## src/rtl/sprite_line_shifter_bank.sv

```systemverilog
// Sprite/background line shifter bank: serializes per-channel sprite words
// and a double-buffered background stream into one composited pixel per beat.
module sprite_line_shifter_bank #(
  parameter int NUM_SPRITES = 8,
  parameter int BPP         = 2,
  parameter int WORD_W      = 32,
  parameter int X_W         = 10
) (
  input  logic                              clk,
  input  logic                              reset_n,
  input  logic                              line_start,
  input  logic                              pixel_en,
  input  logic [NUM_SPRITES-1:0]            load_sprite,
  input  logic [NUM_SPRITES*WORD_W-1:0]     sprite_data,
  input  logic [NUM_SPRITES*X_W-1:0]        sprite_x,
  input  logic [NUM_SPRITES-1:0]            sprite_flip,
  input  logic                              load_bg,
  input  logic [WORD_W-1:0]                 bg_data,
  output logic                              bg_req,
  output logic [BPP-1:0]                    pix_out,
  output logic [$clog2(NUM_SPRITES+1)-1:0]  pix_src,
  output logic                              pix_valid,
  output logic                              collision,
  output logic                              bg_underrun
);
  localparam int PPW = WORD_W / BPP;
  localparam int CW  = (PPW > 1) ? $clog2(PPW) : 1;
  localparam int SW  = $clog2(NUM_SPRITES + 1);
  localparam logic [CW-1:0]  LAST = CW'(PPW - 1);
  localparam logic [X_W-1:0] HMAX = '1;

  typedef enum logic [1:0] {IDLE, WAIT, SHIFT, DONE} ch_state_t;

  function automatic logic [BPP-1:0] pick(
    input logic [WORD_W-1:0] w,
    input logic [CW-1:0]     k,
    input logic              flip
  );
    logic [BPP-1:0] p;
    p = '0;
    for (int j = 0; j < PPW; j++)
      if (CW'(j) == k)
        p = flip ? w[(PPW-1-j)*BPP +: BPP] : w[j*BPP +: BPP];
    return p;
  endfunction

  logic           beat;
  logic [X_W-1:0] hcount;

  // line_start takes precedence over a coincident pixel_en
  assign beat = pixel_en & ~line_start;

  always_ff @(posedge clk or negedge reset_n) begin
    if (!reset_n)
      hcount <= '0;
    else if (line_start)
      hcount <= '0;
    else if (beat && hcount != HMAX)
      hcount <= hcount + 1'b1;
  end

  ch_state_t              st_q  [NUM_SPRITES];
  ch_state_t              st_d  [NUM_SPRITES];
  logic [CW-1:0]          cnt_q [NUM_SPRITES];
  logic [CW-1:0]          cnt_d [NUM_SPRITES];
  logic [WORD_W-1:0]      dat_q [NUM_SPRITES];
  logic [X_W-1:0]         x_q   [NUM_SPRITES];
  logic [NUM_SPRITES-1:0] flip_q;
  logic [NUM_SPRITES-1:0] emit;
  logic [BPP-1:0]         spix  [NUM_SPRITES];

  always_comb begin
    for (int i = 0; i < NUM_SPRITES; i++) begin
      st_d[i]  = st_q[i];
      cnt_d[i] = cnt_q[i];
      emit[i]  = 1'b0;
      spix[i]  = '0;
      if (beat) begin
        case (st_q[i])
          WAIT: begin
            if (hcount == x_q[i]) begin
              emit[i]  = 1'b1;
              spix[i]  = pick(dat_q[i], '0, flip_q[i]);
              st_d[i]  = (PPW == 1) ? DONE : SHIFT;
              cnt_d[i] = CW'(1);
            end
          end
          SHIFT: begin
            emit[i] = 1'b1;
            spix[i] = pick(dat_q[i], cnt_q[i], flip_q[i]);
            if (cnt_q[i] == LAST)
              st_d[i] = DONE;
            else
              cnt_d[i] = cnt_q[i] + 1'b1;
          end
          default: ;
        endcase
      end
      // a load re-arms the channel even on a line_start cycle
      if (load_sprite[i]) begin
        st_d[i]  = WAIT;
        cnt_d[i] = '0;
      end else if (line_start) begin
        st_d[i] = IDLE;
      end
    end
  end

  always_ff @(posedge clk or negedge reset_n) begin
    if (!reset_n) begin
      for (int i = 0; i < NUM_SPRITES; i++) begin
        st_q[i]  <= IDLE;
        cnt_q[i] <= '0;
        dat_q[i] <= '0;
        x_q[i]   <= '0;
      end
      flip_q <= '0;
    end else begin
      for (int i = 0; i < NUM_SPRITES; i++) begin
        st_q[i]  <= st_d[i];
        cnt_q[i] <= cnt_d[i];
        if (load_sprite[i]) begin
          dat_q[i]  <= sprite_data[i*WORD_W +: WORD_W];
          x_q[i]    <= sprite_x[i*X_W +: X_W];
          flip_q[i] <= sprite_flip[i];
        end
      end
    end
  end

  logic [WORD_W-1:0] act_q, act_d, pend_q, pend_d;
  logic              act_v_q, act_v_d, pend_v_q, pend_v_d;
  logic [CW-1:0]     act_cnt_q, act_cnt_d;
  logic [BPP-1:0]    bg_pix;
  logic              starve;

  always_comb begin
    act_d     = act_q;
    act_v_d   = act_v_q;
    act_cnt_d = act_cnt_q;
    pend_d    = pend_q;
    pend_v_d  = pend_v_q;
    bg_pix    = '0;
    starve    = 1'b0;
    if (beat) begin
      if (act_v_q) begin
        bg_pix = pick(act_q, act_cnt_q, 1'b0);
        if (act_cnt_q == LAST) begin
          act_d     = pend_q;
          act_v_d   = pend_v_q;
          act_cnt_d = '0;
          pend_v_d  = 1'b0;
        end else begin
          act_cnt_d = act_cnt_q + 1'b1;
        end
      end else begin
        starve = 1'b1;
      end
    end
    // a slot freed by this cycle's swap can take the incoming word
    if (line_start) begin
      act_v_d   = 1'b0;
      pend_v_d  = 1'b0;
      act_cnt_d = '0;
    end else if (load_bg && !pend_v_d) begin
      if (act_v_d) begin
        pend_d   = bg_data;
        pend_v_d = 1'b1;
      end else begin
        act_d     = bg_data;
        act_v_d   = 1'b1;
        act_cnt_d = '0;
      end
    end
  end

  always_ff @(posedge clk or negedge reset_n) begin
    if (!reset_n) begin
      act_q     <= '0;
      pend_q    <= '0;
      act_v_q   <= 1'b0;
      pend_v_q  <= 1'b0;
      act_cnt_q <= '0;
    end else begin
      act_q     <= act_d;
      pend_q    <= pend_d;
      act_v_q   <= act_v_d;
      pend_v_q  <= pend_v_d;
      act_cnt_q <= act_cnt_d;
    end
  end

  assign bg_req = ~pend_v_q;

  logic [BPP-1:0] win_pix;
  logic [SW-1:0]  win_src;
  logic           found;
  logic           coll;

  always_comb begin
    win_pix = bg_pix;
    win_src = SW'(NUM_SPRITES);
    found   = 1'b0;
    coll    = 1'b0;
    for (int i = 0; i < NUM_SPRITES; i++) begin
      if (emit[i] && spix[i] != '0) begin
        if (found) begin
          coll = 1'b1;
        end else begin
          win_pix = spix[i];
          win_src = SW'(i);
        end
        found = 1'b1;
      end
    end
  end

  always_ff @(posedge clk or negedge reset_n) begin
    if (!reset_n) begin
      pix_out     <= '0;
      pix_src     <= '0;
      pix_valid   <= 1'b0;
      collision   <= 1'b0;
      bg_underrun <= 1'b0;
    end else begin
      pix_valid <= beat;
      collision <= beat & coll;
      if (beat) begin
        pix_out <= win_pix;
        pix_src <= win_src;
      end
      if (line_start)
        bg_underrun <= 1'b0;
      else if (starve)
        bg_underrun <= 1'b1;
    end
  end

endmodule
```

## config.mk

```make
export PLATFORM = sky130hd
export DESIGN_NAME = sprite_line_shifter_bank
export DESIGN_NICKNAME = d
export VERILOG_FILES = /design/src/rtl/sprite_line_shifter_bank.sv
export SDC_FILE = /design/constraint.sdc
export NUM_CORES = 1
export LEC_CHECK = 0
export CAP_MARGIN = 5
export CORE_MARGIN = 3
export CORE_UTILIZATION = 35
export DETAILED_ROUTE_END_ITERATION = 8
export PLACE_DENSITY = 0.67
export SLEW_MARGIN = 20
export SYNTH_ARGS = -nofsm -noshare
export SYNTH_HDL_FRONTEND = slang
export SYNTH_SLANG_ARGS = --single-unit
```

## constraint.sdc

```tcl
create_clock -name clk -period 4 [get_ports clk]
set_input_delay 0.6 -clock clk [delete_from_list [all_inputs] [get_ports clk]]
set_output_delay 0.6 -clock clk [all_outputs]
set_load 0.01 [all_outputs]
```

==> results of run 1 <==
per-stage QoR:
stage                     total power, mW  hold slack [ns]  cell area [um^2]
after CTS                           13.54          0.02748             35230
after detailed placement            8.144           0.4920             33350
final                               13.34          0.02513             35290
after global placement              8.102           0.4803             33350
after floorplan                     7.151           0.3044             28090
after global routing                14.00          0.05774             35290
synthesized netlist by cell type (all sizes together), types with 20 or more instances:
| cell type | n |
|---|---|
| mux2 | 464 |
| dfrtp | 481 |
| xnor2 | 43 |
| o22ai | 27 |
| nand2b | 36 |
| clkbuf | 104 |
| ha | 53 |
| xor2 | 45 |
| nor3 | 31 |
| a211oi | 32 |
| a221oi | 21 |
| a21oi | 93 |
| o221ai | 20 |
| nand4 | 25 |
| inv | 86 |
| buf | 69 |
| mux2i | 200 |
| o21ai | 109 |
| nor2 | 115 |
| nor2b | 35 |
| nand3 | 65 |
| nand2 | 133 |
what timing repair did:
action / in CTS / in global routing
setup buffers: 0 / 0
resized for setup: 0 / 1
endpoints found under the hold margin: 0 / 0
endpoints found under the setup margin: 0 / 1
cells in the final DEF (no fill, tap or decap), types with 18 or more instances in the layout:
| master | n |
|---|---|
| a31oi_1 | 18 |
| o22ai_1 | 27 |
| xor2_1 | 45 |
| xnor2_1 | 43 |
| o221ai_1 | 20 |
| clkdlybuf4s50_1 | 388 |
| mux2_2 | 458 |
| nand2b_1 | 36 |
| nand2_1 | 133 |
| a211oi_1 | 32 |
| o21ai_0 | 106 |
| nor2b_1 | 34 |
| a21oi_1 | 93 |
| nor3_1 | 31 |
| nand3_1 | 65 |
| ha_1 | 53 |
| mux2i_1 | 200 |
| clkbuf_16 | 56 |
| buf_4 | 79 |
| dfrtp_1 | 481 |
| inv_1 | 86 |
| nand4_1 | 25 |
| nor2_1 | 114 |
metal layers:
layer,track usage [%],part of all wire [%]
met5,0,0
met4,6.414,2.3
met3,2.895,4.9
met2,31.02,46
met1,27.24,46
flip-flops by register name, indices dropped and copies added (netlist names):
register,count
x_q,80
dat_q,256
pix_valid,1
collision,1
pend_v_q,1
pend_q,32
pix_src,4
pix_out,2
cnt_q,32
act_v_q,1
st_q,16
flip_q,8
bg_underrun,1
act_q,32
hcount,10
act_cnt_q,4
cell families after synthesis:
group / count (synthesis)
buf+inv: 259
simple gates: 544
xor+xnor: 88
compound gates: 502
flops: 481
mux: 666
fa+ha+maj: 53
how the worst max path moves through the flow:
stage,from,to,slack (ns),cells after the start
final,cnt_q[13],pix_out[1],0.27,13
after global routing,cnt_q[8],pix_out[1],0.05,12
after CTS,flip_q[5],pix_out[1],0.28,11
after detailed placement,cnt_q[13],pix_out[1],0.30,13
after global placement,flip_q[4],pix_out[1],0.25,12
after floorplan,cnt_q[20],pix_out[0],0.94,13
area by class of cell:
class,instances,share of cell area [%]
Inverter,86,0.9147
Multi-Input combinational cell,1853,42.44
Tap cell,1050,3.722
Clock buffer,70,4.290
Clock inverter,29,1.039
Sequential cell,481,34.10
Antenna cell,14,0.09927
Timing Repair Buffer,485,13.39
critical path: stages (launching register included):
cell	delay (ns)
dfrtp_1	0.43
inv_1	0.10
ha_1	0.44
nand2b_1	0.29
nor2_1	0.09
a222oi_1	0.37
nand3_1	0.15
a21oi_1	0.44
a31oi_1	0.17
buf_4	0.21
nor3_1	0.34
nor3b_1	0.22
o21ai_0	0.12
a31o_1	0.25
power groups by stage:
stage	registers, mW	logic [mW]	clock network (mW)
detailed placement	5.91	2.24	0
CTS	5.82	2.25	5.47
finish	5.82	2.23	5.29
global route	5.90	2.45	5.65
floorplan	5.73	1.42	0
global placement	5.89	2.21	0
==> reports/results.ini, run 1 <==
[place]
numPortBuffers = 398
numPlacedInstances = 3954
gp_congestion = 0.9325
post-place-ws_ns = 0.3040
post-dp-hpwl_um = 62590

[timing]
worst_pin_slew_ns = 1.062
setup_viol = 0
period_minus_slack_ns = 3.728
fmax_ghz = 0.2682
relSlewSlack_pct = 29.18
fin_crit_sh_pct = 93.20
finalMaxSlewViolations = 0
worst_slack_ns = 0.2720
tns_ns = 0
rsz0062_at_grt = false
finClkSkew_ns = 0.03239
finalHoldViolCount = 0

[cells_and_area]
syn_to_final_growth_pct = 25.65
nFillCells = 7508
regArea_um2 = 12040
utilization_pct = 44.53
multi_input_area_um2 = 14980
drive_gt1_share_pct = 22.50
layout.cells.non_filler = 4068
nets = 3404

[power_and_ir_drop]
p_clk_share_pct = 39.6
switching_share_pct = 26.40
p_int_mw = 9.820
peakVddDrop_mv = 0.2926
switching_power_mw = 3.523
total_leakage_power_nw = 14.26
p_comb_share_pct = 16.7
p_per_area_nw_per_um2 = 378.1
power.share.sequential_pct = 43.6

[setup_path]
reg2reg_from = cnt_q[13]
arrival_ns = 4.22
cp-start-kind = flop
worstSetupPathType = reg -> reg
worstPathRequired_ns = 4.49
reg2reg_slack_ns = 0.27
end_kind = flop
crit_path_max_fanout = 12
reg2regPathDepth = 13
reg2reg_to = pix_out[1]

[grt]
grt_pass1_vias = 21920
track_usage_pct = 19.51
grt_max_degree = 81
gr-total-overflow = 0
grt_first_pass_wirelength_um = 128300
grt_antenna_before_repair = 14

[clock_tree]
clock_latency_ns = 0.61
clock-sinks = 481
cts-root-buf = clkbuf_16
clk_pin_slew_ns = 0.06
cts_tree = done
clockBufferDepth = 3
ctsHtreeMaxLevel = 2
postCtsHoldBufs = 0
numCtsBuffers = 55

[logic_synthesis]
ys_ff_latch = 481
synthAdderAreaFrac_pct = 2.361
ys_top_cells_by_area = dfrtp_1 43%, mux2_2 18%, mux2i_1 7.1%
synth_edf_count = 0
synth_mux_area_share_pct = 25.92
synth_top_cell_by_area = dfrtp_1
synth_warnings = 0
netlist_area_um2 = 28090
synth_cell_type_count = 82
yosysSeqAreaShare_pct = 42.85
synthXorXnorAreaFrac_pct = 2.744
synth_top_area_share_pct = 42.85
async_flop_share_pct = 100.0
syn-instance-count = 2593
synth_top_family_by_area = multiplexers
synth_compound_area_share_pct = 12.31
syn_nets = 3035
synthFlopType = dfrtp_1
syn_area_per_cell_um2 = 10.83
synth-simple-area-share_pct = 9.916

[detailed_routing]
drcViolationCount = 0
ant_nets = 0
drt_wl_total_um = 83560
wl_per_cell_um = 20.54
via_per_inst = 5.379
drt_iter0_drc = 1384
first_pass_iters = 7
num_vias = 21880

[min_path]
hp-class = in -> async

[die]
start_util_pct = 35.44
io_pins = 399
dieHeight_um = 289.3
dieArea_um2 = 83680
row_count = 103
core_area_um2 = 79260
die_w_um = 289.3

[job]
max-cap-violations = 0

[run_status]
status = finished clean

No activity file was read; power rests on OpenSTA's default activity.
==> run 2, diff against run 1 <==
CORE_MARGIN = not set   (was 3)
HOLD_SLACK_MARGIN = 0.08   (was not set)
==> run 2 against run 1 <==
  * Worst setup slack got worse by 0.065 ns
  * Count of clock-buffer cells in the layout up 1
  * Sequential power hardly changed
  * Critical path type unchanged
  * Critical endpoint unchanged
  * Highest routed layer is now met5
==> reports/results.ini, run 2 (synthesis gave the netlist of run 1 again) <==
[setup_path]
worstPathRequired_ns = 4.52  ; +0.03 ns
cp_top_family = compound AO/OA/AOI/OAI gates
crit_path_top_delay_cell = a211oi_1
path_cells = inv_1 > ha_1 > nand2b_1 > nor2_1 > mux4_2 > nor4_1 > o31ai_1 > a211oi_1 > buf_4 > o22a_1 > o21ai_0 > a31o_1
cp-start-kind = flop
cp_slowest_stage_delay_ns = 0.59  ; +0.15 ns
path_buf_inv = 2  ; unchanged
worstSetupPathType = reg -> reg
crit_path_max_fanout = 9  ; -3
arrival_ns = 4.31  ; +0.09 ns
end_kind = flop

[timing]
finalMaxSlewViolations = 0  ; unchanged
fmax_ghz = 0.2636  ; -1.7%
tns_ns = 0  ; unchanged
rsz0062_at_grt = false
relSlewSlack_pct = 28.19  ; -0.99 points
finClkSkew_ns = 0.02261  ; -0.009783 ns
worst_pin_slew_ns = 1.077  ; +0.01489 ns
worst_hold_slack_ns = 0.4953  ; +0.4702 ns
fin_crit_sh_pct = 94.83  ; +1.6 points
period_minus_slack_ns = 3.793  ; +0.06535 ns
finalHoldViolCount = 0  ; unchanged
setup_viol = 0  ; unchanged

[clock_tree]
clockBufferDepth = 3  ; unchanged
cts_tree = done
clock-sinks = 481  ; unchanged
clock_latency_ns = 0.63  ; +0.02 ns
numCtsBuffers = 57  ; +3.6%
cts-root-buf = clkbuf_16
cts_resized = 0  ; unchanged
ctsHtreeMaxLevel = 2  ; unchanged
clk_pin_slew_ns = 0.06  ; about the same

[detailed_routing]
wl_per_cell_um = 20.29  ; -1.2%
drt_iter0_drc = 1368  ; -1.2%
drt_wl_total_um = 82590  ; -1.2%
via_per_inst = 5.365  ; -0.26%
ant_nets = 0  ; unchanged
num_vias = 21830  ; -0.21%
first_pass_iters = 5  ; -2
drcViolationCount = 0  ; unchanged

[cells_and_area]
top_register = dat_q
nets = 3394  ; -0.29%
top_regs = dat_q x256, x_q x80
nFillCells = 7459  ; -0.65%
syn_to_final_growth_pct = 25.76  ; about the same
layout_common_cells = 481 x dfrtp_1, 458 x mux2_2, 388 x clkdlybuf4s50_1
final_common_cell = dfrtp_1
drive_gt1_share_pct = 22.40  ; -0.10 points
largest_reg_flops = 256  ; unchanged
fin_area_um2 = 35320  ; about the same

[power_and_ir_drop]
power_mw = 13.58  ; +1.8%
total_leakage_power_nw = 14.25  ; about the same
p_per_area_nw_per_um2 = 384.4  ; +1.7%
peakVddDrop_mv = 0.2886  ; -1.4%

[die]
dieHeight_um = 285.3  ; -1.4%
start_util_pct = 35.44  ; unchanged
die_w_um = 285.3  ; -1.4%
row_count = 103  ; unchanged
core_area_um2 = 79260  ; unchanged
io_pins = 399  ; unchanged
dieArea_um2 = 81380  ; -2.7%

[grt]
gr-total-overflow = 0  ; unchanged
grt_pass1_vias = 21570  ; -1.6%
grt_max_degree = 101  ; +25%
track_usage_pct = 19.81  ; +0.30 points
grt_antenna_before_repair = 21  ; +7
grt_first_pass_wirelength_um = 127000  ; -1.0%

[job]
max-cap-violations = 0  ; unchanged

[place]
numPortBuffers = 398  ; unchanged
post-dp-hpwl_um = 61100  ; -2.4%
gp_congestion = 0.9118  ; -2.2%
dpl_cell_area_um2 = 33220  ; -0.37%

[min_path]
hp-class = in -> reg

[run_status]
status = finished clean

run 2: cell types whose count changed in the layout (fill, tap and decap cells not counted), sizes merged:
cell         change
buf             -13
diode            +6
clkinvlp         +3
inv              +3
bufinv           +1
clkbuf           +1
dlygate4sd3      +1
run 2: final cells by class:
type	instances	area (um^2)	area share, %
well taps	1050	1314	3.719
flip-flops and latches	481	12040	34.08
repair buffers	473	4617	13.07
diodes	20	50.05	0.1417
clock inverters	36	452.9	1.282
clock buffers	71	1559	4.414
inverters	86	322.8	0.9139
multi-input cells	1853	14970	42.38
run 2: metrics by stage:
stage | instances | utilization, % | setup slack [ns]
after global routing | 4070 | 44.57 | 0.01664
final | 4070 | 44.57 | 0.2066
after floorplan | 2593 | - | 0.9422
after CTS | 4049 | 44.47 | 0.1821
after detailed placement | 3941 | 41.92 | 0.1586
after global placement | 3941 | 41.92 | 0.1883
run 2: where the power goes:
group	internal, mW	switching (mW)
logic	1.28	0.946
clock network	3.31	2.23
registers	5.40	0.416
total	9.98	3.60
run 2: repair_timing:
item | 4_1_cts | 5_1_grt
hold endpoints to repair | 46 | 0
buffers inserted | 0 | 0
hold buffers | 1 | 0
run 2: worst paths after layout:
check	startpoint	to	slack [ns]	cells past startpoint
setup reg to reg	cnt_q[8]	pix_out[1]	0.21	12
max in group asynchronous	reset_n	dat_q[240]	2.54	3
min in group asynchronous	reset_n	dat_q[199]	0.52	2
setup / recovery	cnt_q[8]	pix_out[1]	0.21	12
hold / removal	load_sprite[0]	cnt_q[29]	0.50	2
hold reg to reg	pix_src[3]	pix_src[3]	0.50	2
run 2: routing by layer:
layer	vias to the layer above	track usage [%]	share of wire, %
met5	-	0	0.016
met4	2	7.834	2.9
met3	128	2.880	4.8
met2	632	31.23	47
met1	10770	27.30	46
li1	10310	-	-
==> run 3, diff against run 2 <==
CORE_MARGIN = 2   (was not set)
==> run 3 against run 2 <==
  * Non-clock buffer count increased by 7
  * Combinational power hardly changed
  * Maximum frequency rose by 2.8%
  * Register-to-register slack gained 0.10 ns
  * Sequential cell count unchanged
  * Clock skew grew 0.0020 ns
  * Clock power is 2% lower
  * Worst hold slack got worse by 0.43 ns
  * Routed wire length up 1.4%
  * Sequential power about the same
  * Global-route usage rose by 0.14 points
  * Critical endpoint unchanged
  * Largest cell class unchanged
==> reports/results.ini, run 3 (synthesis gave the netlist of run 1 again) <==
[cells_and_area]
layout.cells.non_filler = 4060  ; -0.25%
multi_input_area_um2 = 14980  ; about the same
top_register = dat_q
final_common_cell = dfrtp_1
regArea_um2 = 12040  ; unchanged
largest_reg_flops = 256  ; unchanged
layout_common_cells = 481 x dfrtp_1, 458 x mux2_2, 388 x clkdlybuf4s50_1
syn_to_final_growth_pct = 25.66  ; about the same
nFillCells = 7487  ; +0.38%
drive_gt1_share_pct = 22.37  ; -0.030 points
nets = 3401  ; +0.21%
top_regs = dat_q x256, x_q x80

[grt]
grt_first_pass_wirelength_um = 129200  ; +1.8%
grt_max_degree = 110  ; +8.9%
gr-total-overflow = 0  ; unchanged
track_usage_pct = 19.95  ; +0.14 points
grt_antenna_before_repair = 5  ; -76%
grt_pass1_vias = 21860  ; +1.4%

[detailed_routing]
via_per_inst = 5.370  ; about the same
drt_wl_total_um = 83740  ; +1.4%
ant_nets = 0  ; unchanged
drt_iter0_drc = 1368  ; unchanged
drcViolationCount = 0  ; unchanged
wl_per_cell_um = 20.62  ; +1.6%
first_pass_iters = 5  ; unchanged
num_vias = 21800  ; -0.15%

[setup_path]
reg2reg_slack_ns = 0.31  ; +0.10 ns
worstSetupPathType = reg -> reg
crit_path_max_fanout = 7  ; -2
path_buf_inv = 0  ; -2
critical_path.most_common_cell = nor3b_1
cp_top_family = compound AO/OA/AOI/OAI gates
crit_start = cnt_q[4]
crit_path_top_delay_cell = o31ai_1
path_cells = ha_1 > nor3b_1 > a222oi_1 > a2bb2oi_1 > o21a_1 > o31ai_1 > a221oi_1 > nor3_1 > nor3b_1 > o21ai_0 > a31o_1
reg2reg_to = pix_out[1]
cp_slowest_stage_delay_ns = 0.51  ; -0.08 ns
reg2regPathDepth = 11  ; -1
cp-endpoint = pix_out[1]
worstPathRequired_ns = 4.51  ; about the same
cp-start-kind = flop
path_depth = 11  ; -1
end_kind = flop
reg2reg_from = cnt_q[4]
arrival_ns = 4.20  ; -0.11 ns

[die]
start_util_pct = 35.44  ; unchanged
die_w_um = 287.3  ; +0.70%
dieHeight_um = 287.3  ; +0.70%
core_area_um2 = 79260  ; unchanged
row_count = 103  ; unchanged
dieArea_um2 = 82530  ; +1.4%
io_pins = 399  ; unchanged

[place]
numPlacedInstances = 3949  ; +0.20%
numPortBuffers = 398  ; unchanged
post-dp-hpwl_um = 62210  ; +1.8%
gp_congestion = 0.9380  ; +2.9%

[clock_tree]
numCtsBuffers = 57  ; unchanged
clockBufferDepth = 3  ; unchanged
post_cts_buffers = 0  ; unchanged
cts-root-buf = clkbuf_16
clock_latency_ns = 0.62  ; about the same
clock-sinks = 481  ; unchanged
ctsHtreeMaxLevel = 2  ; unchanged
cts_tree = done
clk_pin_slew_ns = 0.06  ; about the same

[timing]
finalMaxSlewViolations = 0  ; unchanged
finClkSkew_ns = 0.02461  ; +0.002003 ns
finalHoldViolCount = 0  ; unchanged
worst_pin_slew_ns = 1.106  ; +0.02894 ns
period_minus_slack_ns = 3.691  ; -0.1024 ns
rsz0062_at_grt = false
relSlewSlack_pct = 26.26  ; -1.9 points
setup_viol = 0  ; unchanged
fmax_ghz = 0.2709  ; +2.8%
fin_crit_sh_pct = 92.27  ; -2.6 points

[run_status]
status = finished clean

[power_and_ir_drop]
power_mw = 13.47  ; -0.76%
peakVddDrop_mv = 0.3267  ; +13%
p_per_area_nw_per_um2 = 381.8  ; -0.68%
total_leakage_power_nw = 14.27  ; +0.15%

[min_path]
hp-class = in -> async

[job]
max-cap-violations = 0  ; unchanged

-- run 3: cell types whose count changed in the layout (fill, tap and decap cells not counted), sizes merged --
cell | before | now
clkbuf | 71 | 79
buf | 84 | 92
inv | 92 | 88
diode | 20 | 6
clkinvlp | 8 | 2
clkinv | 14 | 15
dlygate4sd3 | 1 | 0
bufinv | 8 | 6
-- run 3: metrics by stage --
stage / util (%) / setup slack (ns) / cell area [um^2] / setup TNS [ns] / hold WS (ns)
2_1_floorplan: - / 0.9422 / 28090 / 0 / 0.3044
3_3_place_gp: 42.01 / -0.2014 / 33300 / -0.8052 / 0.4814
3_5_place_dp: 42.01 / -0.1209 / 33300 / -0.2866 / 0.4878
4_1_cts: 44.47 / 0.1476 / 35250 / 0 / 0.1125
5_1_grt: 44.52 / 0.04795 / 35290 / 0 / 0.1147
6_report: 44.53 / 0.3090 / 35300 / 0 / 0.06523
-- run 3: timing repair --
item                                    4_1_cts  5_1_grt
resized for setup                             0        1
hold buffers                                  0        0
endpoints found under the setup margin        0        1
-- run 3: worst min-delay path by stage --
stage	start	end	slack [ns]	depth (start not counted)
2_1_floorplan	reset_n	act_cnt_q[0]	0.30	0
3_3_place_gp	bg_underrun	bg_underrun	0.48	2
3_5_place_dp	bg_underrun	bg_underrun	0.49	2
4_1_cts	reset_n	dat_q[214]	0.11	1
5_1_grt	reset_n	dat_q[214]	0.11	1
6_report	reset_n	dat_q[202]	0.07	1
-- run 3: per-layer routing --
metal,global-route usage [%],wire length (um),up-vias
met4,4.674,1570,0
li1,-,-,10310
met1,27.52,38510,10800
met2,32.95,39690,594
met5,0,0,-
met3,2.960,3968,96
-- run 3: power by group --
part	internal, mW	leakage (nW)	switching, mW	total (mW)
sequential	5.40	5.78	0.411	5.81
combinational	1.29	7.53	0.957	2.25
clock	3.22	0.956	2.20	5.42
total	9.91	14.3	3.57	13.5
-- run 3: area by class of cell --
class,count,share of cell area (%)
Multi-Input combinational cell,1853,42.43
Sequential cell,481,34.10
Timing Repair Buffer,480,13.27
Clock buffer,79,4.591
Tap cell,1050,3.722
Clock inverter,25,0.9323
Inverter,86,0.9146
Antenna cell,6,0.04254
